File: src/rtl/i2c_pkg.sv
// Shared constants for the I2C master arbiter: word widths, FSM state encodings
// and a width helper for pointer and counter sizing.
package i2c_pkg;

  localparam int I2C_WORD_W   = 32;
  localparam int I2C_BYTEEN_W = 2;

  localparam logic [2:0] ST_ARB        = 3'd0;
  localparam logic [2:0] ST_ISSUE      = 3'd1;
  localparam logic [2:0] ST_WAIT_START = 3'd2;
  localparam logic [2:0] ST_WAIT_DONE  = 3'd3;
  localparam logic [2:0] ST_DONE       = 3'd4;

  // Bits needed to index n items, never less than one.
  function automatic int ptr_width(input int n);
    int r;
    r = 0;
    while ((1 << r) < n) r++;
    return (r < 1) ? 1 : r;
  endfunction

endpackage

File: src/rtl/i2c_arbiter_rr_pick.sv
// Combinational round-robin picker: first set request at or above ptr, wrapping
// around to index 0.
module rr_pick
  import i2c_pkg::*;
#(
  parameter int N_REQ = 4,
  parameter int PTR_W = 2
) (
  input  logic [N_REQ-1:0] req,
  input  logic [PTR_W-1:0] ptr,
  output logic [N_REQ-1:0] gnt_oh,
  output logic [PTR_W-1:0] gnt_idx,
  output logic             any
);

  // Scan from ptr with wrap and keep only the first hit.
  always_comb begin
    int idx_v;
    gnt_oh  = '0;
    gnt_idx = '0;
    any     = 1'b0;
    idx_v   = 0;
    for (int k = 0; k < N_REQ; k++) begin
      idx_v = int'(ptr) + k;
      if (idx_v >= N_REQ) begin
        idx_v = idx_v - N_REQ;
      end else begin
        idx_v = idx_v;
      end
      if (!any && req[idx_v]) begin
        any            = 1'b1;
        gnt_oh[idx_v]  = 1'b1;
        gnt_idx        = PTR_W'(idx_v);
      end else begin
        any = any;
      end
    end
  end

endmodule

File: src/rtl/i2c_arbiter.sv
// Round-robin arbiter serialising whole transactions from N_REQ requesters onto
// one I2C byte-engine master. Optional watchdog: `define I2C_ARB_TIMEOUT_EN.
module i2c_arbiter
  import i2c_pkg::*;
#(
  parameter int N_REQ          = 4,
  parameter int START_WAIT     = 4,
  parameter int TIMEOUT_CYCLES = 2000000
) (
  input  logic                        clk,
  input  logic                        reset_n,
  input  logic [N_REQ-1:0]            req,
  input  logic [I2C_WORD_W*N_REQ-1:0] req_data,
  input  logic [2*N_REQ-1:0]          req_byteen,
  output logic [N_REQ-1:0]            gnt,
  output logic [N_REQ-1:0]            done,
  output logic [I2C_WORD_W-1:0]       rd_data,
  output logic                        err,
  output logic                        busy,
  output logic                        m_en,
  output logic [I2C_WORD_W-1:0]       m_data,
  output logic [I2C_BYTEEN_W-1:0]     m_byteEn,
  input  logic [I2C_WORD_W-1:0]       m_readData,
  input  logic                        m_idle
);

  localparam int PTR_W = ptr_width(N_REQ);
  localparam int SW_W  = ptr_width(START_WAIT + 1);

  if (N_REQ < 2 || N_REQ > 8 || START_WAIT < 1 || TIMEOUT_CYCLES < 1) begin : g_bad_param
    $error("i2c_arbiter: parameter out of range");
  end

  logic [2:0]              state_r;
  logic [PTR_W-1:0]        ptr_r;
  logic [PTR_W-1:0]        win_idx_r;
  logic [N_REQ-1:0]        win_oh_r;
  logic [SW_W-1:0]         sw_cnt_r;
  logic [N_REQ-1:0]        gnt_r;
  logic [N_REQ-1:0]        done_r;
  logic [I2C_WORD_W-1:0]   rd_data_r;
  logic                    busy_r;
  logic                    m_en_r;
  logic [I2C_WORD_W-1:0]   m_data_r;
  logic [I2C_BYTEEN_W-1:0] m_byteen_r;

  logic [N_REQ-1:0]        pick_oh_s;
  logic [PTR_W-1:0]        pick_idx_s;
  logic                    pick_any_s;
  logic [I2C_WORD_W-1:0]   sel_data_s;
  logic [I2C_BYTEEN_W-1:0] sel_be_s;
  logic [PTR_W-1:0]        ptr_next_s;

`ifdef I2C_ARB_TIMEOUT_EN
  logic [31:0] wd_r;
  logic        err_r;
`endif

  rr_pick #(
    .N_REQ (N_REQ),
    .PTR_W (PTR_W)
  ) u_pick (
    .req     (req),
    .ptr     (ptr_r),
    .gnt_oh  (pick_oh_s),
    .gnt_idx (pick_idx_s),
    .any     (pick_any_s)
  );

  // One-hot select of the winning requester's word and byte count.
  always_comb begin
    sel_data_s = '0;
    sel_be_s   = '0;
    for (int i = 0; i < N_REQ; i++) begin
      sel_data_s = sel_data_s | ({I2C_WORD_W{pick_oh_s[i]}} & req_data[I2C_WORD_W*i +: I2C_WORD_W]);
      sel_be_s   = sel_be_s | ({I2C_BYTEEN_W{pick_oh_s[i]}} & req_byteen[I2C_BYTEEN_W*i +: I2C_BYTEEN_W]);
    end
  end

  // Pointer moves to the requester after the one just served.
  always_comb begin
    if (win_idx_r == PTR_W'(N_REQ - 1)) begin
      ptr_next_s = '0;
    end else begin
      ptr_next_s = win_idx_r + PTR_W'(1);
    end
  end

  // Transaction FSM: grant, strobe, wait for master start and completion.
  always_ff @(posedge clk or negedge reset_n) begin
    if (!reset_n) begin
      state_r    <= ST_ARB;
      ptr_r      <= '0;
      win_idx_r  <= '0;
      win_oh_r   <= '0;
      sw_cnt_r   <= '0;
      gnt_r      <= '0;
      done_r     <= '0;
      rd_data_r  <= '0;
      busy_r     <= 1'b0;
      m_en_r     <= 1'b0;
      m_data_r   <= '0;
      m_byteen_r <= '0;
`ifdef I2C_ARB_TIMEOUT_EN
      wd_r       <= 32'd0;
      err_r      <= 1'b0;
`endif
    end else begin
      gnt_r  <= '0;
      done_r <= '0;
      m_en_r <= 1'b0;
      case (state_r)
        ST_ARB: begin
          // The master has no reset, so never grant until it reports idle.
          if (m_idle && pick_any_s) begin
            m_data_r   <= sel_data_s;
            m_byteen_r <= sel_be_s;
            gnt_r      <= pick_oh_s;
            win_idx_r  <= pick_idx_s;
            win_oh_r   <= pick_oh_s;
            busy_r     <= 1'b1;
            state_r    <= ST_ISSUE;
          end else begin
            state_r <= ST_ARB;
          end
        end
        ST_ISSUE: begin
          m_en_r   <= 1'b1;
          sw_cnt_r <= '0;
          state_r  <= ST_WAIT_START;
        end
        ST_WAIT_START: begin
          if (!m_idle) begin
`ifdef I2C_ARB_TIMEOUT_EN
            wd_r    <= 32'd0;
`endif
            state_r <= ST_WAIT_DONE;
          end else if (sw_cnt_r == SW_W'(START_WAIT - 1)) begin
            state_r <= ST_ISSUE;
          end else begin
            sw_cnt_r <= sw_cnt_r + SW_W'(1);
          end
        end
        ST_WAIT_DONE: begin
          if (m_idle) begin
            rd_data_r <= m_readData;
            done_r    <= win_oh_r;
            ptr_r     <= ptr_next_s;
            state_r   <= ST_DONE;
          end
`ifdef I2C_ARB_TIMEOUT_EN
          else if (wd_r == 32'(TIMEOUT_CYCLES - 1)) begin
            rd_data_r <= 32'h0000_0000;
            done_r    <= win_oh_r;
            err_r     <= 1'b1;
            ptr_r     <= ptr_next_s;
            state_r   <= ST_DONE;
          end else begin
            wd_r <= wd_r + 32'd1;
          end
`else
          else begin
            state_r <= ST_WAIT_DONE;
          end
`endif
        end
        ST_DONE: begin
          busy_r  <= 1'b0;
`ifdef I2C_ARB_TIMEOUT_EN
          err_r   <= 1'b0;
`endif
          state_r <= ST_ARB;
        end
        default: begin
          busy_r  <= 1'b0;
          state_r <= ST_ARB;
        end
      endcase
    end
  end

  assign gnt      = gnt_r;
  assign done     = done_r;
  assign rd_data  = rd_data_r;
  assign busy     = busy_r;
  assign m_en     = m_en_r;
  assign m_data   = m_data_r;
  assign m_byteEn = m_byteen_r;
`ifdef I2C_ARB_TIMEOUT_EN
  assign err      = err_r;
`else
  assign err      = 1'b0;
`endif

endmodule

File: config.mk
export PLATFORM = sky130hd
export DESIGN_NAME = i2c_arbiter
export DESIGN_NICKNAME = d
export VERILOG_FILES = /design/src/rtl/i2c_pkg.sv /design/src/rtl/i2c_arbiter_rr_pick.sv /design/src/rtl/i2c_arbiter.sv
export SDC_FILE = /design/constraint.sdc
export NUM_CORES = 1
export LEC_CHECK = 0
export BUFFER_PORTS_ARGS = -buffer_cell sky130_fd_sc_hd__buf_4
export CELL_PAD_IN_SITES_DETAIL_PLACEMENT = 1
export CELL_PAD_IN_SITES_GLOBAL_PLACEMENT = 1
export CORE_ASPECT_RATIO = 1.2
export CORE_UTILIZATION = 34
export CTS_BUF_LIST = sky130_fd_sc_hd__clkbuf_4
export CTS_CLUSTER_SIZE = 8
export DETAILED_ROUTE_END_ITERATION = 10
export GPL_TIMING_DRIVEN = 0
export HOLD_SLACK_MARGIN = 0.06
export PLACE_DENSITY = 0.9
export RECOVER_POWER = 100
export SYNTH_ARGS = -nofsm -noshare
export SYNTH_HDL_FRONTEND = slang
export SYNTH_SLANG_ARGS = --single-unit
File: constraint.sdc
create_clock -name clk -period 3.6 [get_ports clk]
set_clock_uncertainty 0.1 [all_clocks]
set_input_delay 0.36 -clock clk [delete_from_list [all_inputs] [get_ports clk]]
set_output_delay 0.36 -clock clk [all_outputs]
set_load 0.005 [all_outputs]
## Yosys cells after proc, flatten, opt, wreduce, memory -nomap -nowiden

Cells that the tools add are included.

| word-level totals | value |
|---|---|
| register bits | 90 |
| latch bits | 0 |
| memory bits (writable) | 0 |
| bits in read-only memories | 0 |
| input bits | 175 |
| output and inout bits | 77 |
| word-level logic and storage cells | 130 |
| memories | 0 |

| cells by class | value |
|---|---|
| add/subtract/negate cells | 9 |
| multiply operators | 0 |
| div/mod/pow operators | 0 |
| order comparisons | 12 |
| equality and inequality tests | 9 |
| shift operators | 0 |
| mux-type cells | 52 |
| bitwise operators | 18 |
| reduce and logical (&&, ||, !) cells | 18 |

Operators with widths:

| operator | count |
|---|---|
| AND 32 bit | 4 |
| greater-or-equal comparator 32 x 1 -> 1 bit, second input constant | 4 |
| less-than comparator 32 x 4 -> 1 bit, second input constant | 4 |
| 2-to-1 mux 32 bit | 4 |
| greater-or-equal comparator 32 x 4 -> 1 bit, second input constant | 3 |
| OR 32 bit | 3 |
| subtractor 32 x 4 -> 32 bit, second input constant | 3 |
| 2-to-1 mux 4 bit | 8 |
| 2-to-1 mux 1 bit | 19 |
| 2-to-1 mux 3 bit | 5 |
| OR 4 bit | 3 |
| case mux 3 bit (4 select lines) | 1 |
| 2-to-1 mux 2 bit | 5 |
| equality test 3 x 2 -> 1 bit, second input constant | 3 |
| AND 2 bit | 4 |
| binary-select mux 1 bit (select 2 bit) | 4 |
| demux 1 bit (select 2 bit) | 4 |
| logical AND 1 bit | 8 |
| adder 2 x 2 -> 3 bit, second input constant | 2 |
| inequality test 2 bit, second input constant | 3 |
| OR 2 bit | 3 |
| case mux 3 bit (2 select lines) | 1 |
| AND reduction 2 bit | 3 |
| subtractor 2 x 3 -> 4 bit, second input constant | 1 |
| 14 further kinds | 16 |

## Logic depth before layout (Yosys ltp)

| depth | value |
|---|---|
| depth in word-level cells | 19 |
| depth in mapped cells | 12 |
| mapped depth without buffers | 8 |

## Modules after synthesis

Synthesis repeated with hierarchy kept, for this count alone.

| second synthesis, totals | value |
|---|---|
| cells, all modules | 383 |
| area total of the unflattened synthesis | 4,615.7 sq um |

Modules (own cells, without submodules):

| module | instances | cells an instance | area each (sq um) | sequential area each (sq um) |
|---|---|---|---|---|
| i2c_arbiter | 1 | 335 | 4,155.2 | 2,252.2 |
| rr_pick | 1 | 48 | 460.4 | 0.0 |

## Worst setup path before layout

OpenSTA, ideal clock, no wires.

| path | value |
|---|---|
| path type | register to register |
| start point | register ptr_r[0] |
| end point | register m_byteen_r[1], in the netlist m_byteEn[1] |
| library setup time | 131 ps |
| arrival | 2,728 ps |
| required time | 3,369 ps |
| path slack | 641 ps |
| stages on the path, launching flop included | 12 |
| path buffers | 3 |
| clock period less this slack | 2,959 ps |
| path through | dfrtp_1 > buf_6 > buf_2 > inv_1 > ha_1 > mux4_2 > nand2_1 > a21oi_1 > a311oi_4 > buf_6 > o22a_1 > o211ai_1 |

| between the ends | value |
|---|---|
| cells in the longest elaborated chain, start to end | 19 |

RTL lines:

| element | RTL line | text |
|---|---|---|
| start: declaration | i2c_arbiter.sv:35 | `logic [PTR_W-1:0] ptr_r;` |
| start signal: assignment | i2c_arbiter.sv:148 | `ptr_r <= ptr_next_s;` |
| branches (longest 19 deep; another with subtractor 32 x 4 -> 32 bit) | -- |  |
| end signal: assignment | i2c_arbiter.sv:117 | `m_byteen_r <= sel_be_s;` |
| end: declaration | i2c_arbiter.sv:45 | `logic [I2C_BYTEEN_W-1:0] m_byteen_r;` |

Several ways; the timed one is not identified. The select of a mux whose other input is x is not followed.
A chain may end at the register's enable or synchronous reset.

## Final worst setup path

Ends and elaborated chain as after synthesis.

==> run_summary.xml <==
<?xml version="1.0" encoding="UTF-8"?>
<metrics>
  <group name="drt">
    <metric name="wire_per_inst" unit="µm">21.4</metric>
    <metric name="total_drc_errors_in_the_routed_layout" unit="">0</metric>
    <metric name="detailroute.via_count" unit="">6308</metric>
    <metric name="detailedRoute.firstIterationViolations" unit="">351</metric>
    <metric name="drt_first_pass_iters" unit="">4</metric>
    <metric name="detail_route.vias_per_cell" unit="">5.51</metric>
    <metric name="wl" unit="mm">24.5</metric>
    <metric name="number_of_antenna_violating_nets_in_the_routed_design" unit="">0</metric>
  </group>
  <group name="floorplanning">
    <metric name="die_outline_height" unit="µm">137</metric>
    <metric name="placementRows" unit="">48</metric>
    <metric name="die_outline_area" unit="µm²">15700</metric>
    <metric name="die_x" unit="µm">114</metric>
    <metric name="design.core.area" unit="µm²">14600</metric>
    <metric name="io-pin-count" unit="">252</metric>
    <metric name="initial_core_util" unit="%">35.4</metric>
  </group>
  <group name="setup_path">
    <metric name="timing.critical_path.buf_inv" unit="">5</metric>
    <metric name="critPathRequiredTime" unit="ps">3900</metric>
    <metric name="cp_data_arrival_time" unit="ps">3690</metric>
    <metric name="path_class" unit="">register to register</metric>
    <metric name="crit_slowest_cell" unit="">sky130_fd_sc_hd__mux4_2</metric>
    <metric name="worst_path_largest_cell_delay" unit="ps">630</metric>
    <metric name="crit_chain" unit="">buf_6, buf_2, inv_1, ha_1, mux4_2, nand3b_1, a21oi_1, a311oi_4, buf_12, clkbuf_2, o22a_1, o211ai_1</metric>
    <metric name="cp-start-kind" unit="">register</metric>
    <metric name="cpLargestDelayFamily" unit="">buffers and inverters</metric>
    <metric name="critical_path.endpoint_type" unit="">register</metric>
    <metric name="path_max_fanout" unit="">10</metric>
  </group>
  <group name="yosys">
    <metric name="synth_seq_area_share" unit="%">43.6</metric>
    <metric name="yosys.cell_types.count" unit="">49</metric>
    <metric name="dominantRegCellSynth" unit="">sky130_fd_sc_hd__dfrtp_1</metric>
    <metric name="synth-warning-count" unit="">0</metric>
    <metric name="postSynthCellCount" unit="">597</metric>
    <metric name="number_of_enable_type_register_cells_in_the_synthesized_netlist" unit="">0</metric>
    <metric name="synth-seq-cells" unit="">90</metric>
    <metric name="total_nets_after_synthesis" unit="">779</metric>
    <metric name="post_synth_instance_area" unit="µm²">5160</metric>
    <metric name="ys_async_sr_fraction" unit="%">100</metric>
    <metric name="syn-mean-instance-area" unit="µm²">8.64</metric>
  </group>
  <group name="outcome">
    <metric name="run_status" unit="">finished, violations left</metric>
    <metric name="failed_checks" unit="">capacitance limit, slew limit</metric>
  </group>
  <group name="clocking">
    <metric name="clk_pin_slew" unit="ps">180</metric>
    <metric name="numClockSinks" unit="">90</metric>
    <metric name="root_buffer_cell" unit="">sky130_fd_sc_hd__clkbuf_4</metric>
    <metric name="numCtsBuffers" unit="">9</metric>
    <metric name="tritoncts" unit="">built</metric>
    <metric name="ctsHtreeMaxLevel" unit="">3</metric>
    <metric name="insertion_delay" unit="ps">470</metric>
    <metric name="ctsLongestPathBuffers" unit="">2</metric>
  </group>
  <group name="grt">
    <metric name="first_global_vias" unit="">7008</metric>
    <metric name="grt_start_max_net_pins" unit="">91</metric>
    <metric name="grt_use_total" unit="%">31.2</metric>
    <metric name="grt_antenna_before_repair" unit="">2</metric>
    <metric name="wire_length_of_the_first_global_routing_pass" unit="mm">36.9</metric>
    <metric name="grt_overflow" unit="">0</metric>
  </group>
  <group name="sta">
    <metric name="max-slew-margin-rel" unit="%">-54.0</metric>
    <metric name="worst_hold_slack" unit="ps">81.3</metric>
    <metric name="worst-slew-pin-transition" unit="ps">2310</metric>
    <metric name="post_layout_minimum_cycle_time" unit="ps">3390</metric>
    <metric name="timing.setup.tns" unit="ps">0</metric>
    <metric name="hold_viol" unit="">0</metric>
    <metric name="drv_slew" unit="">91</metric>
    <metric name="final_critical_path_share_of_the_clock_period" unit="%">94.1</metric>
    <metric name="timing.final.ws_setup" unit="ps">212</metric>
    <metric name="setup-violations-final" unit="">0</metric>
    <metric name="max_freq" unit="GHz">0.295</metric>
    <metric name="unrepaired_setup_endpoints_after_global_routing" unit="">false</metric>
  </group>
  <group name="placement">
    <metric name="gpl.final_weighted_congestion" unit="">0.820</metric>
    <metric name="dp_hpwl" unit="mm">15.3</metric>
    <metric name="numPortBuffers" unit="">250</metric>
    <metric name="dp_slack" unit="ps">-206</metric>
  </group>
  <group name="layout">
    <metric name="final_core_util" unit="%">55.8</metric>
    <metric name="finish.net_count" unit="">1120</metric>
    <metric name="layout.cells.most_common_list" unit="">180 x sky130_fd_sc_hd__buf_4, 108 x sky130_fd_sc_hd__nand2_1, 89 x sky130_fd_sc_hd__dfrtp_1</metric>
    <metric name="layout_commonest_cell" unit="">sky130_fd_sc_hd__buf_4</metric>
    <metric name="drive_above_1_share" unit="%">28.8</metric>
    <metric name="syn2layout_area_growth" unit="%">57.8</metric>
  </group>
  <group name="power">
    <metric name="p_leak" unit="µW">0.00370</metric>
    <metric name="totalPowerFinal" unit="µW">5780</metric>
    <metric name="vdd_ir_drop_max" unit="mV">0.339</metric>
    <metric name="power_density_relative_to_cell_area" unit="nW/µm²">710</metric>
  </group>
  <group name="run">
    <metric name="maxCapViolCount" unit="">1</metric>
  </group>
  <group name="worst_hold_path">
    <metric name="timing.hold.worst.class" unit="">primary input to register</metric>
  </group>
</metrics>
[per-stage QoR]
stage / std cells / area [µm²]
2_1_floorplan: 597 / 5160
3_3_place_gp: 1047 / 7290
3_5_place_dp: 1047 / 7290
4_1_cts: 1139 / 8220
5_1_grt: 1145 / 8140
6_report: 1145 / 8140
[cells in the mapped netlist, types with 2 or more instances]
cell / count / share of area [%]
sky130_fd_sc_hd__buf_4: 3 / 0.44
sky130_fd_sc_hd__a211oi_1: 2 / 0.29
sky130_fd_sc_hd__a21oi_1: 40 / 3.9
sky130_fd_sc_hd__nand2_1: 108 / 7.9
sky130_fd_sc_hd__buf_2: 13 / 1.3
sky130_fd_sc_hd__o211ai_1: 35 / 5.1
sky130_fd_sc_hd__o22a_1: 34 / 5.8
sky130_fd_sc_hd__dfrtp_1: 90 / 44
sky130_fd_sc_hd__o21ai_0: 82 / 8.0
sky130_fd_sc_hd__inv_1: 8 / 0.58
sky130_fd_sc_hd__nor2b_1: 2 / 0.24
sky130_fd_sc_hd__a221oi_1: 2 / 0.34
sky130_fd_sc_hd__ha_1: 7 / 1.7
sky130_fd_sc_hd__nand2b_1: 7 / 0.85
sky130_fd_sc_hd__a21o_1: 6 / 0.87
sky130_fd_sc_hd__buf_6: 4 / 0.87
sky130_fd_sc_hd__nor2_1: 47 / 3.4
sky130_fd_sc_hd__and2_1: 7 / 0.85
sky130_fd_sc_hd__nor3_1: 2 / 0.19
sky130_fd_sc_hd__o22ai_1: 3 / 0.36
sky130_fd_sc_hd__clkbuf_1: 26 / 1.9
sky130_fd_sc_hd__nand3b_1: 37 / 5.4
sky130_fd_sc_hd__mux2i_1: 2 / 0.39
sky130_fd_sc_hd__a32o_1: 2 / 0.39
sky130_fd_sc_hd__nand4_1: 2 / 0.24
sky130_fd_sc_hd__mux4_2: 3 / 1.3
[layout make-up]
cell class	count	area (µm²)
fill	1754	6450
buffer	46	229
timing repair buffer	330	2550
clock inverter	6	97.6
sequential	90	2250
clock buffer	10	75.1
antenna	2	5.00
multi-input combinational	453	2660
tap	200	250
inverter	8	30.0
[path summary, 6_finish.rpt]
path                               startpoint          end  slack [ps]  cells past startpoint
worst max-delay path                 ptr_r[0]  m_byteEn[1]         210                     12
worst min-delay path            req_data[122]   m_data[26]          80                      3
worst max register to register       ptr_r[0]  m_byteEn[1]         210                     12
worst min register to register    win_oh_r[2]  win_oh_r[2]         390                      1
max in group asynchronous             reset_n     ptr_r[0]         900                      2
min in group asynchronous             reset_n   rd_data[7]         990                      2
[flip-flops by register name, summed over array words and instances (netlist names)]
register,count
busy,1
done,4
gnt,4
m_byteEn,2
m_data,32
m_en,1
ptr_r,2
rd_data,32
state_r,3
sw_cnt_r,3
win_idx_r,2
win_oh_r,4
[worst min-delay path, stage by stage]
cell                       delay (ps)
sky130_fd_sc_hd__buf_4             80
sky130_fd_sc_hd__a21oi_1           50
sky130_fd_sc_hd__o211ai_1         160
[power breakdown]
group          internal (µW)  switching (µW)  total, µW
Sequential              1370             306       1680
Combinational           1470            1920       3390
Clock                    301             409        710
Total                   3140            2640       5780
[layer usage]
metal	global-route usage, %	up-vias	part of all wire (%)	wire [µm]
met1	32.7	3126	37	8970
met4	14.9	0	3.4	834
met3	6.29	67	6.5	1590
met2	59.0	283	53	13100
li1	-	2832	-	-
met5	0	-	0	0
[logic make-up (layout without fill, tap and decap cells)]
| family | after synthesis | after routing | share of synthesized area, % |
|---|---|---|---|
| AO/OA/AOI/OAI | 216 | 216 | 27.0 |
| adder cells (fa/ha/maj) | 7 | 7 | 1.70 |
| buffers and inverters | 54 | 400 | 5.04 |
| flip-flops | 90 | 90 | 43.6 |
| multiplexers | 6 | 6 | 1.92 |
| other | 1 | 3 | 0.0727 |
| AND/OR/NAND/NOR | 223 | 223 | 20.6 |
[what timing repair did]
| item | in CTS | in global routing |
|---|---|---|
| hold endpoints to repair | 156 | 0 |
| hold buffers | 73 | 0 |
| buffers inserted | 3 | 4 |
| pin swaps | 1 | 2 |
| resized for setup | 2 | 9 |
| endpoints found under the setup margin | 30 | 32 |
| gates cloned | 0 | 0 |
No activity file was read; power rests on OpenSTA's default activity.
